<file path="config.mk">
export PLATFORM = sky130hd
export DESIGN_NAME = wb_regfile_flat
export DESIGN_NICKNAME = d
export VERILOG_FILES = /design/src/rtl/wb_regfile_if.sv /design/src/rtl/wb_regfile.sv /design/src/flat_wrapper.sv
export SDC_FILE = /design/constraint.sdc
export NUM_CORES = 2
export LEC_CHECK = 0
export CAP_MARGIN = 20
export CORE_MARGIN = 2
export CORE_UTILIZATION = 62
export CTS_CLUSTER_DIAMETER = 100
export DETAILED_ROUTE_END_ITERATION = 8
export GPL_TIMING_DRIVEN = 0
export PLACE_DENSITY = 0.83
export SLEW_MARGIN = 20
export SYNTH_ARGS = -nofsm -noshare
export SYNTH_HDL_FRONTEND = slang
export SYNTH_SLANG_ARGS = --single-unit
</file>
<file path="constraint.sdc">
create_clock -name clk_i -period 41 [get_ports clk_i]
set_clock_uncertainty 0.05 [all_clocks]
set_input_delay 4.1 -clock clk_i [delete_from_list [all_inputs] [get_ports clk_i]]
set_output_delay 4.1 -clock clk_i [all_outputs]
set_load 0.005 [all_outputs]
</file>
<file path="src/rtl/wb_regfile_if.sv">
// wb_regfile_if: MEM/WB write-back and decode read-port bundle for wb_regfile
interface wb_regfile_if #(
    parameter int CNT_W = 32
);
    logic             RegWrite_i;
    logic             MemtoReg_i;
    logic [31:0]      ReadData_i;
    logic [31:0]      ALUdata_i;
    logic [4:0]       RDaddr_i;
    logic [4:0]       RSaddr_i;
    logic [4:0]       RTaddr_i;
    logic [31:0]      RSdata_o;
    logic [31:0]      RTdata_o;
    logic [31:0]      WBdata_o;
    logic [CNT_W-1:0] WBcount_o;
    modport master (
        output RegWrite_i, MemtoReg_i, ReadData_i, ALUdata_i, RDaddr_i, RSaddr_i, RTaddr_i,
        input  RSdata_o, RTdata_o, WBdata_o, WBcount_o
    );
    modport slave (
        input  RegWrite_i, MemtoReg_i, ReadData_i, ALUdata_i, RDaddr_i, RSaddr_i, RTaddr_i,
        output RSdata_o, RTdata_o, WBdata_o, WBcount_o
    );
endinterface

</file>
<file path="src/rtl/wb_regfile.sv">
// wb_regfile: write-back select, 32x32 register file and retired-write counter; WB_REGFILE_BYPASS_EN enables write-through reads
module wb_regfile #(
    parameter int CNT_W = 32
) (
    input logic         clk_i,
    input logic         rst_i,
    wb_regfile_if.slave bus
);
    logic [31:0]      regs [32];
    logic [CNT_W-1:0] cnt;
    logic [31:0]      wb;
    logic             we;
    logic             byp_s;
    logic             byp_t;

    assign wb            = bus.MemtoReg_i ? bus.ReadData_i : bus.ALUdata_i;
    assign we            = bus.RegWrite_i && (bus.RDaddr_i != 5'd0);
    assign bus.WBdata_o  = wb;
    assign bus.WBcount_o = cnt;

`ifdef WB_REGFILE_BYPASS_EN
    assign byp_s = we && (bus.RSaddr_i == bus.RDaddr_i);
    assign byp_t = we && (bus.RTaddr_i == bus.RDaddr_i);
`else
    assign byp_s = 1'b0;
    assign byp_t = 1'b0;
`endif

    // commit effective writes and count them; register 0 is never written so it stays zero
    always_ff @(posedge clk_i or posedge rst_i) begin
        if (rst_i) begin
            for (int i = 0; i < 32; i++) regs[i] <= '0;
            cnt <= '0;
        end else if (we) begin
            regs[bus.RDaddr_i] <= wb;
            cnt <= cnt + CNT_W'(1);
        end
    end

    // combinational read ports, optionally forwarding the committing value
    always_comb begin
        bus.RSdata_o = (bus.RSaddr_i == 5'd0) ? 32'd0 : byp_s ? wb : regs[bus.RSaddr_i];
        bus.RTdata_o = (bus.RTaddr_i == 5'd0) ? 32'd0 : byp_t ? wb : regs[bus.RTaddr_i];
    end
endmodule

</file>
<file path="src/flat_wrapper.sv">
// flat-port wrapper written by rule: the top's interface ports become plain ports
module wb_regfile_flat 
#(
    parameter int CNT_W = 32
)
  (clk_i, rst_i, bus_RegWrite_i, bus_MemtoReg_i, bus_ReadData_i, bus_ALUdata_i, bus_RDaddr_i, bus_RSaddr_i, bus_RTaddr_i, bus_RSdata_o, bus_RTdata_o, bus_WBdata_o, bus_WBcount_o);
  wb_regfile_if #(.CNT_W(CNT_W)) bus_i ();
  input logic clk_i;
  input logic rst_i;
  input wire logic [$bits(bus_i.RegWrite_i)-1:0] bus_RegWrite_i;
  input wire logic [$bits(bus_i.MemtoReg_i)-1:0] bus_MemtoReg_i;
  input wire logic [$bits(bus_i.ReadData_i)-1:0] bus_ReadData_i;
  input wire logic [$bits(bus_i.ALUdata_i)-1:0] bus_ALUdata_i;
  input wire logic [$bits(bus_i.RDaddr_i)-1:0] bus_RDaddr_i;
  input wire logic [$bits(bus_i.RSaddr_i)-1:0] bus_RSaddr_i;
  input wire logic [$bits(bus_i.RTaddr_i)-1:0] bus_RTaddr_i;
  output wire logic [$bits(bus_i.RSdata_o)-1:0] bus_RSdata_o;
  output wire logic [$bits(bus_i.RTdata_o)-1:0] bus_RTdata_o;
  output wire logic [$bits(bus_i.WBdata_o)-1:0] bus_WBdata_o;
  output wire logic [$bits(bus_i.WBcount_o)-1:0] bus_WBcount_o;
  assign bus_i.RegWrite_i = bus_RegWrite_i;
  assign bus_i.MemtoReg_i = bus_MemtoReg_i;
  assign bus_i.ReadData_i = bus_ReadData_i;
  assign bus_i.ALUdata_i = bus_ALUdata_i;
  assign bus_i.RDaddr_i = bus_RDaddr_i;
  assign bus_i.RSaddr_i = bus_RSaddr_i;
  assign bus_i.RTaddr_i = bus_RTaddr_i;
  assign bus_RSdata_o = bus_i.RSdata_o;
  assign bus_RTdata_o = bus_i.RTdata_o;
  assign bus_WBdata_o = bus_i.WBdata_o;
  assign bus_WBcount_o = bus_i.WBcount_o;
  wb_regfile #(.CNT_W(CNT_W)) u_core (.clk_i(clk_i), .rst_i(rst_i), .bus(bus_i));
endmodule
</file>
* Word level (Yosys, flattened, before mapping)
Index checks and enable logic that the tools add are counted. W data, S select, Z words.
Word-level totals: bits in registers 1056, bits of input ports 83, output and inout bits 128, word-level logic and storage cells 58
Cells by class: $add $sub $neg 1, order comparisons 4, muxes and demuxes 12, bitwise logic cells 3, reductions and logical operators 5
Operators by type and width (number):
- $bwmux W1024 | 1
- $bmux W32 S5 | 2
- $mux W32 | 8
- $demux W32 S5 | 1
- $add A32 B1 Y32 const B | 1
- $ge A6 B6 Y1 const B | 3
- $not A5 Y6 | 3
- $logic_not A5 Y1 | 2
- $lt A6 B1 Y1 const B | 1
- $reduce_bool A5 Y1 | 1
- $logic_and A1 B1 Y1 | 2

* Depth between registers and ports, before layout
word-level depth 6, mapped depth 10, mapped depth without buffers 5

* Worst setup path after synthesis
No wires, ideal clock.
path type input port to output port, start point input port bus_RSaddr_i[0], end point output port bus_RSdata_o[10], data arrival time 5657 ps, required time 36850 ps, setup slack 31193 ps, cell stages on the path 7, path buffers 3, cells stage by stage clkbuf_1 buf_4 buf_2 mux4_2 mux2_2 o21ai_0 a21oi_1
Between the ends: cells in the longest elaborated chain, start to end 5, elaborated cells between the ends (all ways) 6, classes of those cells mux: 4; bitwise: 1; reduce/logical: 1
Ends and longest elaborated chain:
- start, declared | RTL line flat_wrapper.sv:15 | input wire logic [$bits(bus_i.RSaddr_i)-1:0] bus_RSaddr_i;
- $not A5 Y6 (not written as such) | RTL line wb_regfile.sv:42 | bus.RSdata_o = (bus.RSaddr_i == 5'd0) ? 32'd0 : byp_s ? wb : regs[bus.RSaddr_i];
- $bmux W32 S5 | RTL line wb_regfile.sv:42
- $mux W32 (not written as such) (2 in a row) | RTL line wb_regfile.sv:42
- $mux W32 * | RTL line wb_regfile.sv:42
- end, declared | RTL line flat_wrapper.sv:17 | output wire logic [$bits(bus_i.RSdata_o)-1:0] bus_RSdata_o;
Mark *: on every way between the ends. The rest lies on a longest branch, timed or not. The select of a mux whose other input is x is not followed.

* Worst setup path after layout
start point input port bus_RTaddr_i[3], end point output port bus_RTdata_o[28]
Between the ends: cells in the longest elaborated chain, start to end 5, elaborated cells between the ends (all ways) 6, classes of those cells mux: 4; bitwise: 1; reduce/logical: 1
Ends and longest elaborated chain:
- start, declared | RTL line flat_wrapper.sv:16 | input wire logic [$bits(bus_i.RTaddr_i)-1:0] bus_RTaddr_i;
- $not A5 Y6 (not written as such) | RTL line wb_regfile.sv:43 | bus.RTdata_o = (bus.RTaddr_i == 5'd0) ? 32'd0 : byp_t ? wb : regs[bus.RTaddr_i];
- $bmux W32 S5 | RTL line wb_regfile.sv:43
- $mux W32 (not written as such) (2 in a row) | RTL line wb_regfile.sv:43
- $mux W32 * | RTL line wb_regfile.sv:43
- end, declared | RTL line flat_wrapper.sv:18 | output wire logic [$bits(bus_i.RTdata_o)-1:0] bus_RTdata_o;
Marked as above.

==> results by group <==
Timing
  • Hold_ws: 0.4235 ns
  • Crit share post-route: between 30% and 40%
  • Slew margin rel.: 6.682%
  • Setup TNS: 0 ns
  • Max-slew violation count: 0
  • Max Clock Freq: around 77 MHz
  • RSZ-0062 raised after global routing: false
  • Worst Tran Pin Value: 1.390 ns
  • Setup Viol. Count Final: 0
  • Final hold vios: 0
  • Fin crit period: 13.06 ns

Detailed routing
  • WL/cell: between 30 and 40 um
  • Total wire length: 236500 um
  • Via count: 49962
  • ANT nets after route: 0
  • # DRC: 0
  • Iteration count of the initial detailed-routing pass: 9
  • Vias per inst: 7.515
  • Initial DRC Count: ~9000

Clock network
  • CTS sink count: 1056
  • CTS clk-pin slew, worst paths: 0.06 ns
  • CTS buffer count: 111
  • Post-CTS Setup Repair Bufs: 0
  • Later-pin clock latency in the skew report: 0.74 ns
  • CTS tree: built
  • Hold Buf Count CTS: 0
  • Clock Tree Buf Depth: 3
  • # H-tree levels: 3
  • Clock Root Buffer: clkbuf_16
  • Gates resized, CTS repair: 0

Power and ir drop
  • Total power: 3.253 mW
  • P_leak: ~27 nW
  • Worst vdd ir: 0.00003978 V
  • Power Dens Cells: around 52 mW/mm^2

Critical path
  • Worst path max stage delay: 0.99 ns
  • Critical path buffers and inverters: 4
  • Slowest cell on the critical path: clkbuf_1
  • Crit path DAT: between 8 and 9 ns
  • Crit Path Max Fanout: 10
  • CP required: 36.85 ns
  • CP Capture Type: output pin
  • CP startpoint kind: primary input
  • Worst path cell trace: clkdlybuf4s50_1, clkbuf_1, clkbuf_1, nand4_1, o211a_1, a2111oi_0, clkdlybuf4s50_1
  • Crit path kind: in -> out
  • Top delay family on crit path: buffers and inverters

Floorplan
  • Ports: 211
  • Initial core utilization: 62.69%
  • Site row count: 108
  • Chip width: roughly 300 um
  • Die H: 300.4 um
  • Die footprint: between 0.09 and 0.1 mm^2
  • Core area: a little under 0.09 mm^2

Yosys
  • Multiplexer area fraction after synthesis: between 20% and 30%
  • Post-Syn Area per Cell: 10.76 um^2
  • Mapped Area: 0.05447 mm^2
  • Syn. warnings: 0
  • Largest family of logic cells by synthesized area: multiplexers
  • Mapped Nets: just over 5000
  • Simple-Gate Fraction of Synth Area: 10.09%
  • Main synth FF type: dfrtp_1
  • Cells after synthesis: around 5100
  • Distinct cells, synth: 54
  • Synth Register Bits: 1056
  • Synth Area in XOR/XNOR: 0.4984%
  • Number of synthesized flops with an enable pin: 0
  • Complex-gate fraction of the synthesized area: between 10% and 20%
  • FFs w/ async S/R, synth: 100.0%
  • Adder-Cell Fraction of Synth Area: 0.02297%
  • Sequential fraction of the synthesis area: 48.51%

GRT
  • Global route total overflow: 0
  • Initial antenna violation count: 9
  • Number of global-route vias before repair: just under 50000
  • Met1 Use GR: ~64%
  • Met3 track demand over resource: about 28%
  • Largest net degree at the start of global routing: 110
  • Grt met2 use: between 70% and 80%
  • First-pass GRT wire length: 333600 um
  • GRT Total Usage: a little over half
  • GRT Max-Usage Layer: met2

Cells and area
  • Post-Route Utilization: 71.48%
  • Fill count: 6278
  • Most frequent cells in the layout: dfrtp_1, nand2_1, o21ai_0, a21oi_1
  • Most common cell after layout, fill and taps aside: dfrtp_1
  • Nets: 5471
  • Layout cells sized above 1: between 10% and 20%
  • Fin area: approximately 0.062 mm^2
  • Layout Area Growth over Synthesis: 14.02%

Worst hold path
  • Hold crit path type: reg -> reg

Place
  • RD Place Congestion: 1.107
  • PortBufs: 200
  • Post-DP HPWL: 167400 um
  • Cell Area, Placed: between 0.05 and 0.06 mm^2

Run status
  • Status: complete, no violations

Job
  • MaxCap Viol Count: 0
-- state kept, by name, summed over array words and instances, names as in the netlist --
| signal | count |
|---|---|
| u_core.regs | 1024 |
| u_core.bus.WBcount_o | 32 |
-- cell usage after synthesis, types with 25 or more instances --
cell type	count	area share (%)
dfrtp_1	1056	49
nand2_1	858	5.9
o21ai_0	614	5.6
a21oi_1	430	4.0
nor2_1	419	2.9
mux4_2	418	17
clkbuf_1	366	2.5
mux2i_1	276	5.1
buf_2	86	0.79
buf_4	49	0.68
a31oi_1	46	0.53
inv_1	35	0.24
a221oi_1	32	0.51
o21ai_1	32	0.29
nand3_1	30	0.28
mux2_2	27	0.56
xnor2_1	26	0.42
a22oi_1	25	0.34
o22ai_1	25	0.29
-- worst paths after layout --
| kind | depth (start not counted) | slack (ns) | endpoint | startpoint |
|---|---|---|---|---|
| max in group asynchronous | 6 | 34.96 | u_core.regs[149]$_DFFE_PP0P_ | rst_i |
| worst max-delay path | 7 | 27.94 | bus_RTdata_o[28] | bus_RTaddr_i[3] |
| worst min-delay path | 1 | 0.42 | u_core.regs[1013]$_DFFE_PP0P_ | u_core.regs[1013]$_DFFE_PP0P_ |
| worst min register to register | 1 | 0.42 | u_core.regs[1013]$_DFFE_PP0P_ | u_core.regs[1013]$_DFFE_PP0P_ |
| min in group asynchronous | 2 | 3.67 | u_core.bus.WBcount_o[28]$_DFFE_PP0P_ | rst_i |
| worst max register to register | 5 | 38.66 | u_core.bus.WBcount_o[18]$_DFFE_PP0P_ | u_core.bus.WBcount_o[0]$_DFFE_PP0P_ |
-- worst reg2reg max path, delay by kind of cell (launching register included) --
family	cells	cell delay (ns)
AO/OA/AOI/OAI	1	0.21
XOR/XNOR	1	0.19
adder cells (fa/ha/maj)	1	0.24
flip-flops	1	0.44
AND/OR/NAND/NOR	2	1.09
-- final cells by class --
type	count	area [um^2]	share of cell area (%)
diodes	20	50.05	0.08058
plain buffers	532	2464	3.967
clock buffers	159	3238	5.214
clock inverters	40	513.0	0.8260
inverters	36	142.6	0.2297
multi-input cells	3437	25510	41.07
flip-flops and latches	1056	26430	42.55
well taps	1155	1445	2.327
repair buffers	213	2323	3.741
-- kinds of logic after synthesis --
group,after synthesis
adder cells (fa/ha/maj),1
AO/OA/AOI/OAI,1291
flip-flops,1056
buffers and inverters,568
XOR/XNOR,31
AND/OR/NAND/NOR,1388
multiplexers,726
-- metrics by stage --
| stage | worst slack, ns | std cells |
|---|---|---|
| final | 27.94 | 6648 |
| after floorplan | 7.126 | 5061 |
| after CTS | 28.39 | 6626 |
| after global routing | 28.23 | 6630 |
| after global placement | -4.504 | 6416 |
| after detailed placement | 28.42 | 6427 |
-- metal layers --
layer	vias up	wire length, um
li1	18846	-
met1	24471	75370
met2	5284	95720
met3	1357	42000
met4	4	23320
met5	-	50
-- power by group --
part	internal [mW]	leakage [nW]	switching, mW
registers	1.26	13.4	0.188
logic	0.341	11.7	0.405
clock network	0.610	1.86	0.454
total	2.21	27.0	1.05
(Power assumes the default switching activity.)
